<file path="config.mk">
export PLATFORM = sky130hd
export DESIGN_NAME = add_num_rd_engine_flat
export DESIGN_NICKNAME = d
export VERILOG_FILES = /design/src/rtl/add_num_rd_engine_if.sv /design/src/rtl/add_num_rd_engine.sv /design/src/flat_wrapper.sv
export SDC_FILE = /design/constraint.sdc
export NUM_CORES = 1
export LEC_CHECK = 0
export ABC_CLOCK_PERIOD_IN_PS = 5450
export BUFFER_PORTS_ARGS = -buffer_cell sky130_fd_sc_hd__buf_4
export CAP_MARGIN = 10
export CELL_PAD_IN_SITES_DETAIL_PLACEMENT = 1
export CELL_PAD_IN_SITES_GLOBAL_PLACEMENT = 2
export CORE_AREA = 2 2 268 270
export CTS_CLUSTER_DIAMETER = 200
export DETAILED_ROUTE_END_ITERATION = 7
export DIE_AREA = 0 0 270 272
export GPL_ROUTABILITY_DRIVEN = 0
export PLACE_DENSITY = 0.73
export SLEW_MARGIN = 40
export SYNTH_ARGS = -nofsm -noshare
export SYNTH_HDL_FRONTEND = slang
export SYNTH_SLANG_ARGS = --single-unit
</file>
<file path="constraint.sdc">
create_clock -name clk -period 5.45 [get_ports clk]
set_input_delay 0.2725 -clock clk [delete_from_list [all_inputs] [get_ports clk]]
set_output_delay 0.2725 -clock clk [all_outputs]
set_load 0.02 [all_outputs]
</file>
<file path="src/rtl/add_num_rd_engine_if.sv">
// Bus bundle for the add-numbers read engine: CCI-P c0 request/response
// channel plus the operand stream towards the adder/write stage.
interface add_num_rd_engine_if #(
    parameter int ADDR_W = 42
);
    logic              c0_req_valid;
    logic [ADDR_W-1:0] c0_req_addr;
    logic [15:0]       c0_req_mdata;
    logic              c0TxAlmFull;
    logic              c0_rsp_valid;
    logic [15:0]       c0_rsp_mdata;
    logic [511:0]      c0_rsp_data;
    logic              op_valid;
    logic              op_ready;
    logic [7:0]        op_a;
    logic [7:0]        op_b;
    logic [15:0]       op_idx;

    modport master (
        output c0_req_valid, c0_req_addr, c0_req_mdata,
        input  c0TxAlmFull, c0_rsp_valid, c0_rsp_mdata, c0_rsp_data,
        output op_valid, op_a, op_b, op_idx,
        input  op_ready
    );

    modport slave (
        input  c0_req_valid, c0_req_addr, c0_req_mdata,
        output c0TxAlmFull, c0_rsp_valid, c0_rsp_mdata, c0_rsp_data,
        input  op_valid, op_a, op_b, op_idx,
        output op_ready
    );
endinterface

</file>
<file path="src/rtl/add_num_rd_engine.sv">
// Read engine: issues credit-limited single-line c0 reads, captures the two
// operand bytes of each response into a show-ahead FIFO, streams them out.
//
// state   | meaning
// --------+---------------------------------------------------------------
// S_IDLE  | waiting for start; latches base address and line count
// S_ISSUE | issuing read requests until all lines have been requested
// S_DRAIN | all requests issued; waiting for every operand pair to be taken
// S_DONE  | one-cycle done pulse, then back to idle
module add_num_rd_engine #(
    parameter int MAX_OUTSTANDING = 8,
    parameter int FIFO_DEPTH      = 8,
    parameter int ADDR_W          = 42
) (
    input  logic              clk,
    input  logic              reset_n,
    input  logic              start,
    input  logic [ADDR_W-1:0] base_addr,
    input  logic [15:0]       num_lines,
    output logic              busy,
    output logic              done,
    add_num_rd_engine_if.master bus
);

    localparam logic [1:0] S_IDLE  = 2'd0;
    localparam logic [1:0] S_ISSUE = 2'd1;
    localparam logic [1:0] S_DRAIN = 2'd2;
    localparam logic [1:0] S_DONE  = 2'd3;

    localparam int OUT_W = $clog2(MAX_OUTSTANDING + 1);
    localparam int CNT_W = $clog2(FIFO_DEPTH + 1);
    localparam int PTR_W = (FIFO_DEPTH > 1) ? $clog2(FIFO_DEPTH) : 1;

    logic [1:0]        r_state;
    logic [1:0]        w_state_nxt;
    logic [ADDR_W-1:0] r_base;
    logic [15:0]       r_num;
    logic [15:0]       r_issued;
    logic [15:0]       r_consumed;
    logic [OUT_W-1:0]  r_outstanding;
    logic              r_req_valid;
    logic [ADDR_W-1:0] r_req_addr;
    logic [15:0]       r_req_mdata;
    logic [31:0]       r_mem [FIFO_DEPTH];
    logic [PTR_W-1:0]  r_wr_ptr;
    logic [PTR_W-1:0]  r_rd_ptr;
    logic [CNT_W-1:0]  r_count;

    logic              w_idle_start;
    logic              w_active;
    logic              w_issue_ok;
    logic              w_issue;
    logic [15:0]       w_issue_idx;
    logic [ADDR_W-1:0] w_issue_base;
    logic              w_push;
    logic              w_pop;
    logic [15:0]       w_consumed_nxt;
    logic [31:0]       w_head;
    logic              w_unused_rsp;

    function automatic logic [PTR_W-1:0] ptr_inc(input logic [PTR_W-1:0] p);
        return (32'(p) == FIFO_DEPTH - 1) ? '0 : p + PTR_W'(1);
    endfunction

    assign w_idle_start = (r_state == S_IDLE) && start;
    assign w_active     = (r_state == S_ISSUE) || (r_state == S_DRAIN);

    // Credits cover both in-flight reads and parked FIFO entries, so every
    // response always has a FIFO slot waiting for it.
    assign w_issue_ok = !bus.c0TxAlmFull
                     && (r_issued < r_num)
                     && (32'(r_outstanding) < MAX_OUTSTANDING)
                     && (32'(r_outstanding) + 32'(r_count) < FIFO_DEPTH);

    // The first request is launched straight from IDLE to reach the bus the
    // cycle after start.
    assign w_issue = ((r_state == S_ISSUE) && w_issue_ok)
                  || (w_idle_start && (num_lines != 16'd0) && !bus.c0TxAlmFull);

    assign w_issue_idx    = (r_state == S_IDLE) ? 16'd0 : r_issued;
    assign w_issue_base   = (r_state == S_IDLE) ? base_addr : r_base;
    assign w_push         = bus.c0_rsp_valid && w_active;
    assign w_pop          = (r_count != '0) && bus.op_ready;
    assign w_consumed_nxt = r_consumed + 16'(w_pop);

    always_comb begin
        w_state_nxt = r_state;
        case (r_state)
            S_IDLE: begin
                if (start) w_state_nxt = (num_lines == 16'd0) ? S_DONE : S_ISSUE;
            end
            S_ISSUE: begin
                if (r_issued == r_num) w_state_nxt = (w_consumed_nxt == r_num) ? S_DONE : S_DRAIN;
            end
            S_DRAIN: begin
                if (w_consumed_nxt == r_num) w_state_nxt = S_DONE;
            end
            default: w_state_nxt = S_IDLE;
        endcase
    end

    always_ff @(posedge clk or negedge reset_n) begin
        if (!reset_n) begin
            r_state       <= S_IDLE;
            r_base        <= '0;
            r_num         <= '0;
            r_issued      <= '0;
            r_consumed    <= '0;
            r_outstanding <= '0;
            r_req_valid   <= 1'b0;
        end else begin
            r_state     <= w_state_nxt;
            r_req_valid <= w_issue;
            if (w_idle_start) begin
                r_base     <= base_addr;
                r_num      <= num_lines;
                r_consumed <= '0;
            end else if (w_pop) begin
                r_consumed <= w_consumed_nxt;
            end
            if (w_issue) r_issued <= w_issue_idx + 16'd1;
            else if (w_idle_start) r_issued <= '0;
            case ({w_issue, w_push})
                2'b10:   r_outstanding <= r_outstanding + OUT_W'(1);
                2'b01:   r_outstanding <= r_outstanding - OUT_W'(1);
                default: r_outstanding <= r_outstanding;
            endcase
        end
    end

    always_ff @(posedge clk or negedge reset_n) begin
        if (!reset_n) begin
            r_wr_ptr <= '0;
            r_rd_ptr <= '0;
            r_count  <= '0;
        end else begin
            if (w_push) r_wr_ptr <= ptr_inc(r_wr_ptr);
            if (w_pop)  r_rd_ptr <= ptr_inc(r_rd_ptr);
            case ({w_push, w_pop})
                2'b10:   r_count <= r_count + CNT_W'(1);
                2'b01:   r_count <= r_count - CNT_W'(1);
                default: r_count <= r_count;
            endcase
        end
    end

    always_ff @(posedge clk) begin
        if (w_push) r_mem[r_wr_ptr] <= {bus.c0_rsp_data[15:8], bus.c0_rsp_data[23:16], bus.c0_rsp_mdata};
        if (w_issue) begin
            r_req_addr  <= w_issue_base + ADDR_W'(w_issue_idx);
            r_req_mdata <= w_issue_idx;
        end
    end

    a_no_overflow: assert property (@(posedge clk) disable iff (!reset_n)
        !(w_push && !w_pop && (r_count == CNT_W'(FIFO_DEPTH))));

    assign w_head       = r_mem[r_rd_ptr];
    assign w_unused_rsp = ^{bus.c0_rsp_data[511:24], bus.c0_rsp_data[7:0]};

    assign busy             = (r_state != S_IDLE);
    assign done             = (r_state == S_DONE);
    assign bus.c0_req_valid = r_req_valid;
    assign bus.c0_req_addr  = r_req_addr;
    assign bus.c0_req_mdata = r_req_mdata;
    assign bus.op_valid     = (r_count != '0);
    assign bus.op_a         = w_head[31:24];
    assign bus.op_b         = w_head[23:16];
    assign bus.op_idx       = w_head[15:0];

endmodule

</file>
<file path="src/flat_wrapper.sv">
// flat-port wrapper written by rule: the top's interface ports become plain ports
module add_num_rd_engine_flat 
#(
    parameter int MAX_OUTSTANDING = 8,
    parameter int FIFO_DEPTH      = 8,
    parameter int ADDR_W          = 42
)
  (clk, reset_n, start, base_addr, num_lines, busy, done, bus_c0_req_valid, bus_c0_req_addr, bus_c0_req_mdata, bus_c0TxAlmFull, bus_c0_rsp_valid, bus_c0_rsp_mdata, bus_c0_rsp_data, bus_op_valid, bus_op_a, bus_op_b, bus_op_idx, bus_op_ready);
  add_num_rd_engine_if #(.ADDR_W(ADDR_W)) bus_i ();
  input  logic clk;
  input  logic reset_n;
  input  logic start;
  input  logic [ADDR_W-1:0] base_addr;
  input  logic [15:0] num_lines;
  output logic busy;
  output logic done;
  output wire logic [$bits(bus_i.c0_req_valid)-1:0] bus_c0_req_valid;
  output wire logic [$bits(bus_i.c0_req_addr)-1:0] bus_c0_req_addr;
  output wire logic [$bits(bus_i.c0_req_mdata)-1:0] bus_c0_req_mdata;
  input wire logic [$bits(bus_i.c0TxAlmFull)-1:0] bus_c0TxAlmFull;
  input wire logic [$bits(bus_i.c0_rsp_valid)-1:0] bus_c0_rsp_valid;
  input wire logic [$bits(bus_i.c0_rsp_mdata)-1:0] bus_c0_rsp_mdata;
  input wire logic [$bits(bus_i.c0_rsp_data)-1:0] bus_c0_rsp_data;
  output wire logic [$bits(bus_i.op_valid)-1:0] bus_op_valid;
  output wire logic [$bits(bus_i.op_a)-1:0] bus_op_a;
  output wire logic [$bits(bus_i.op_b)-1:0] bus_op_b;
  output wire logic [$bits(bus_i.op_idx)-1:0] bus_op_idx;
  input wire logic [$bits(bus_i.op_ready)-1:0] bus_op_ready;
  assign bus_c0_req_valid = bus_i.c0_req_valid;
  assign bus_c0_req_addr = bus_i.c0_req_addr;
  assign bus_c0_req_mdata = bus_i.c0_req_mdata;
  assign bus_i.c0TxAlmFull = bus_c0TxAlmFull;
  assign bus_i.c0_rsp_valid = bus_c0_rsp_valid;
  assign bus_i.c0_rsp_mdata = bus_c0_rsp_mdata;
  assign bus_i.c0_rsp_data = bus_c0_rsp_data;
  assign bus_op_valid = bus_i.op_valid;
  assign bus_op_a = bus_i.op_a;
  assign bus_op_b = bus_i.op_b;
  assign bus_op_idx = bus_i.op_idx;
  assign bus_i.op_ready = bus_op_ready;
  add_num_rd_engine #(.MAX_OUTSTANDING(MAX_OUTSTANDING), .FIFO_DEPTH(FIFO_DEPTH), .ADDR_W(ADDR_W)) u_core (.clk(clk), .reset_n(reset_n), .start(start), .base_addr(base_addr), .num_lines(num_lines), .busy(busy), .done(done), .bus(bus_i));
endmodule
</file>
==> metrics.log <==
INFO  metric run_status = completed
INFO  metric most-common-layout-cells = sky130_fd_sc_hd__edfxtp_1, sky130_fd_sc_hd__nand2_1, sky130_fd_sc_hd__buf_4
INFO  metric worst_setup_path_end_kind = register
INFO  metric number_of_i_o_port_buffers = 189
INFO  metric clock_path_buffers = 3
INFO  metric drive_above_1_share = 25.2%
INFO  metric row_count = 98
INFO  metric sw_frac_of_total = 35.1%
INFO  metric critical_path_peak_fanout = 46
INFO  metric finalMaxSlewViolations = 0
INFO  metric clock_sink_count = 421
INFO  metric post_synth_instance_area = 19100 um2
INFO  metric cp-start-kind = register
INFO  metric crit_path_max_incr_delay = 0.72 ns
INFO  metric place_worst_setup_slack = 1.07 ns
INFO  metric postSynth.asyncResetShare = 25.4%
INFO  metric synth.distinct_cells = 63
INFO  metric first_pass_grt_wire_length = 78.1 mm
INFO  metric rsz0062_at_grt = false
INFO  metric finClkSkew = 0.0185 ns
INFO  metric vias_per_cell = 4.61
INFO  metric cts_root_buf = sky130_fd_sc_hd__clkbuf_16
INFO  metric power.internal = 7.98 mW
INFO  metric cts_inserted_buffers = 49
INFO  metric die-area = 73400 um2
INFO  metric slew_headroom = 46.6%
INFO  metric synth_fp_nets = 2003
INFO  metric yosys_warnings = 0
INFO  metric routed_wl = 50.6 mm
INFO  metric pin_count = 686
INFO  metric post-route-worst-setup-slack = 1.12 ns
INFO  metric crit_family = simple AND/OR/NAND/NOR gates
INFO  metric ys_seq_area_share = 63.3%
INFO  metric crit_arrival = 4.65 ns
INFO  metric power_frac_seq = 37.4%
INFO  metric worstMarginPinSlew = 0.795 ns
INFO  metric route.detailed.drc = 0
INFO  metric critPathRequiredTime = 5.77 ns
INFO  metric dr_total_vias = 12179
INFO  metric combinationalPowerShare = 36.7%
INFO  metric layout.nets = 2303
INFO  metric number_of_enable_type_register_cells_in_the_synthesized_netlist = 314
INFO  metric die_width = 270 um
INFO  metric cp_cell_sequence = inv_1, ha_4, mux2_2, ha_1, a21o_2, nand4_2, a311oi_2, o22ai_2, nor4_2, nand3_1, xor2_1, mux2i_1
INFO  metric cts.clk_slew.worst_paths = 0.06 ns
INFO  metric post-cts-setup-buffer-count = 0
INFO  metric final_setup_violating_endpoints = 0
INFO  metric area.sequential = 12100 um2
INFO  metric final_period_minus_worst_setup_slack = 4.33 ns
INFO  metric layout_commonest_cell = sky130_fd_sc_hd__edfxtp_1
INFO  metric grt_start_max_net_pins = 90
INFO  metric class_of_the_most_critical_setup_path = reg -> reg
INFO  metric ir_drop = 0.250 mV
INFO  metric placeableCoreArea = 70800 um2
INFO  metric max_clock_freq = 0.231 GHz
INFO  metric report.final.hold_viol_count = 0
INFO  metric cts_tree = built
INFO  metric pwr_density_cell = 508 nW/um2
INFO  metric num_antenna_cells = 0
INFO  metric area_used_by_multi_input_combinational_logic = 6690 um2
INFO  metric area_growth_syn_to_layout = 26.6%
INFO  metric power.leakage = 9.12 nW
INFO  metric n_fill_cell = 7600
INFO  metric place_hpwl = 32.0 mm
INFO  metric cpMaxStageDelayCell = sky130_fd_sc_hd__nor4_2
INFO  metric antenna_violations_before_repair = 0
INFO  metric finalCritPeriodShare = 79.4%
INFO  metric vias_in_the_first_global_route = 13254
INFO  metric power.clock.fraction = 26.0%
INFO  metric timing.hold.worst.class = in -> reg
INFO  metric ctsHtreeMaxLevel = 2
INFO  metric floorplan.initialDensity = 27.0%
INFO  metric fin_setup_tns = 0 ns
INFO  metric grt_use_total = 13.7%
INFO  metric grt-ovfl-total = 0
INFO  metric tritonroute_pass_1_iters = 5
INFO  metric critPathBufInv = 1
INFO  metric max_cap_violations = 0
INFO  metric netSwitchingPower = 4.31 mW
INFO  metric initialDrtViolationCount = 520
INFO  metric clock_insertion_delay_worst_skew = 0.60 ns
INFO  metric die_height = 272 um
INFO  metric dominantRegCellSynth = sky130_fd_sc_hd__edfxtp_1
INFO  metric detail_route.wl_per_cell = 19.1 um
INFO  metric ant_nets = 0
INFO  metric avgSynthCellArea = 14.1 um2
INFO  metric synth-seq-cells = 421
INFO  metric post_synth_inst_count = 1356
[worst register-to-register path, stage by stage, from the launching register on]
cell and delay [ns]:
sky130_fd_sc_hd__dfrtp_1 0.40, sky130_fd_sc_hd__inv_1 0.15, sky130_fd_sc_hd__ha_4 0.54, sky130_fd_sc_hd__mux2_2 0.44, sky130_fd_sc_hd__ha_1 0.34, sky130_fd_sc_hd__a21o_2 0.17, sky130_fd_sc_hd__nand4_2 0.17, sky130_fd_sc_hd__a311oi_2 0.42
sky130_fd_sc_hd__o22ai_2 0.24, sky130_fd_sc_hd__nor4_2 0.72, sky130_fd_sc_hd__nand3_1 0.19, sky130_fd_sc_hd__xor2_1 0.18, sky130_fd_sc_hd__mux2i_1 0.09
[power groups by stage]
stage,registers [mW],logic (mW),clock network (mW)
finish,4.59,4.50,3.19
global route,4.67,4.94,3.38
CTS,4.60,4.62,3.29
detailed placement,4.66,4.52,0
global placement,4.68,4.35,0
floorplan,4.60,2.97,0
[stage by stage]
| step | cell area [um2] | util (%) | cells | power [mW] | hold WS [ns] |
|---|---|---|---|---|---|
| floorplan | 19100 | - | 1356 | 7.57 | -0.0231 |
| global placement | 21700 | 30.7 | 2463 | 9.03 | 0.453 |
| detailed placement | 21700 | 30.7 | 2464 | 9.18 | 0.324 |
| finish | 24200 | 34.2 | 2640 | 12.3 | 0.145 |
| CTS | 24200 | 34.2 | 2640 | 12.5 | 0.108 |
| global route | 24200 | 34.2 | 2640 | 13.0 | 0.136 |
[synth_stat cells (21+ instances only)]
cell type / instances / area (um2)
sky130_fd_sc_hd__xor2_1: 45 / 394
sky130_fd_sc_hd__inv_1: 36 / 135
sky130_fd_sc_hd__o21ai_0: 48 / 240
sky130_fd_sc_hd__dfrtp_1: 107 / 2680
sky130_fd_sc_hd__xnor2_1: 41 / 359
sky130_fd_sc_hd__clkbuf_1: 29 / 109
sky130_fd_sc_hd__edfxtp_1: 314 / 9430
sky130_fd_sc_hd__nand2_1: 213 / 800
sky130_fd_sc_hd__nor2b_1: 28 / 175
sky130_fd_sc_hd__nor2_1: 49 / 184
sky130_fd_sc_hd__a21oi_1: 29 / 145
sky130_fd_sc_hd__mux4_2: 64 / 1440
sky130_fd_sc_hd__mux2i_1: 21 / 210
sky130_fd_sc_hd__nand3_1: 30 / 150
sky130_fd_sc_hd__ha_1: 52 / 651
sky130_fd_sc_hd__mux2_2: 50 / 563
[cells by family (layout without fill, tap and decap cells)]
kind of cell	after synthesis	count (layout)	synth area share, %
AND/OR/NAND/NOR	415	415	10.0
flip-flops	421	421	63.3
multiplexers	135	135	11.6
AO/OA/AOI/OAI	155	155	5.43
adder cells (fa/ha/maj)	55	55	3.72
XOR/XNOR	86	86	3.94
buffers and inverters	89	423	1.93
[registers in the layout (all words and copies together) (netlist names), 2 cells and up]
name / cells
u_core.bus.c0_req_addr: 42
u_core.bus.c0_req_mdata: 16
u_core.r_base: 42
u_core.r_consumed: 16
u_core.r_count: 4
u_core.r_issued: 16
u_core.r_mem: 256
u_core.r_num: 16
u_core.r_outstanding: 4
u_core.r_rd_ptr: 3
u_core.r_state: 2
u_core.r_wr_ptr: 3
[worst paths after layout]
check / to / cells after the start / startpoint / slack, ns
setup / recovery: u_core.bus.c0_req_addr[32] / 12 / u_core.r_state[0] / 1.12
min in group asynchronous: u_core.r_base[41] / 2 / reset_n / 0.24
setup reg to reg: u_core.bus.c0_req_addr[32] / 12 / u_core.r_state[0] / 1.12
hold reg to reg: u_core.r_base[27] / 2 / u_core.r_base[27] / 0.47
hold / removal: u_core.r_issued[6] / 4 / start / 0.14
max in group asynchronous: u_core.r_rd_ptr[1] / 3 / reset_n / 4.04
[routing by layer]
layer	vias to the layer above	part of all wire, %	track usage (%)	wire length [um]
li1	5670	-	-	-
met1	6217	42	16.4	21200
met2	218	52	24.8	26200
met3	74	3.5	2.37	1780
met4	0	2.7	4.25	1350
met5	-	0	0	0
[area by class of cell]
class                   instances  share of cell area [%]
flip-flops and latches        421                    50.1
well taps                     950                    4.91
multi-input cells             846                    27.6
clock inverters                27                    1.19
inverters                      37                   0.574
repair buffers                301                    10.4
clock buffers                  58                    5.25
[what timing repair did]
action                    4_1_cts  5_1_grt
hold endpoints to repair      373        0
resized for setup               0        0
hold buffers                   91        0
Power figures use the tool's default switching activity.
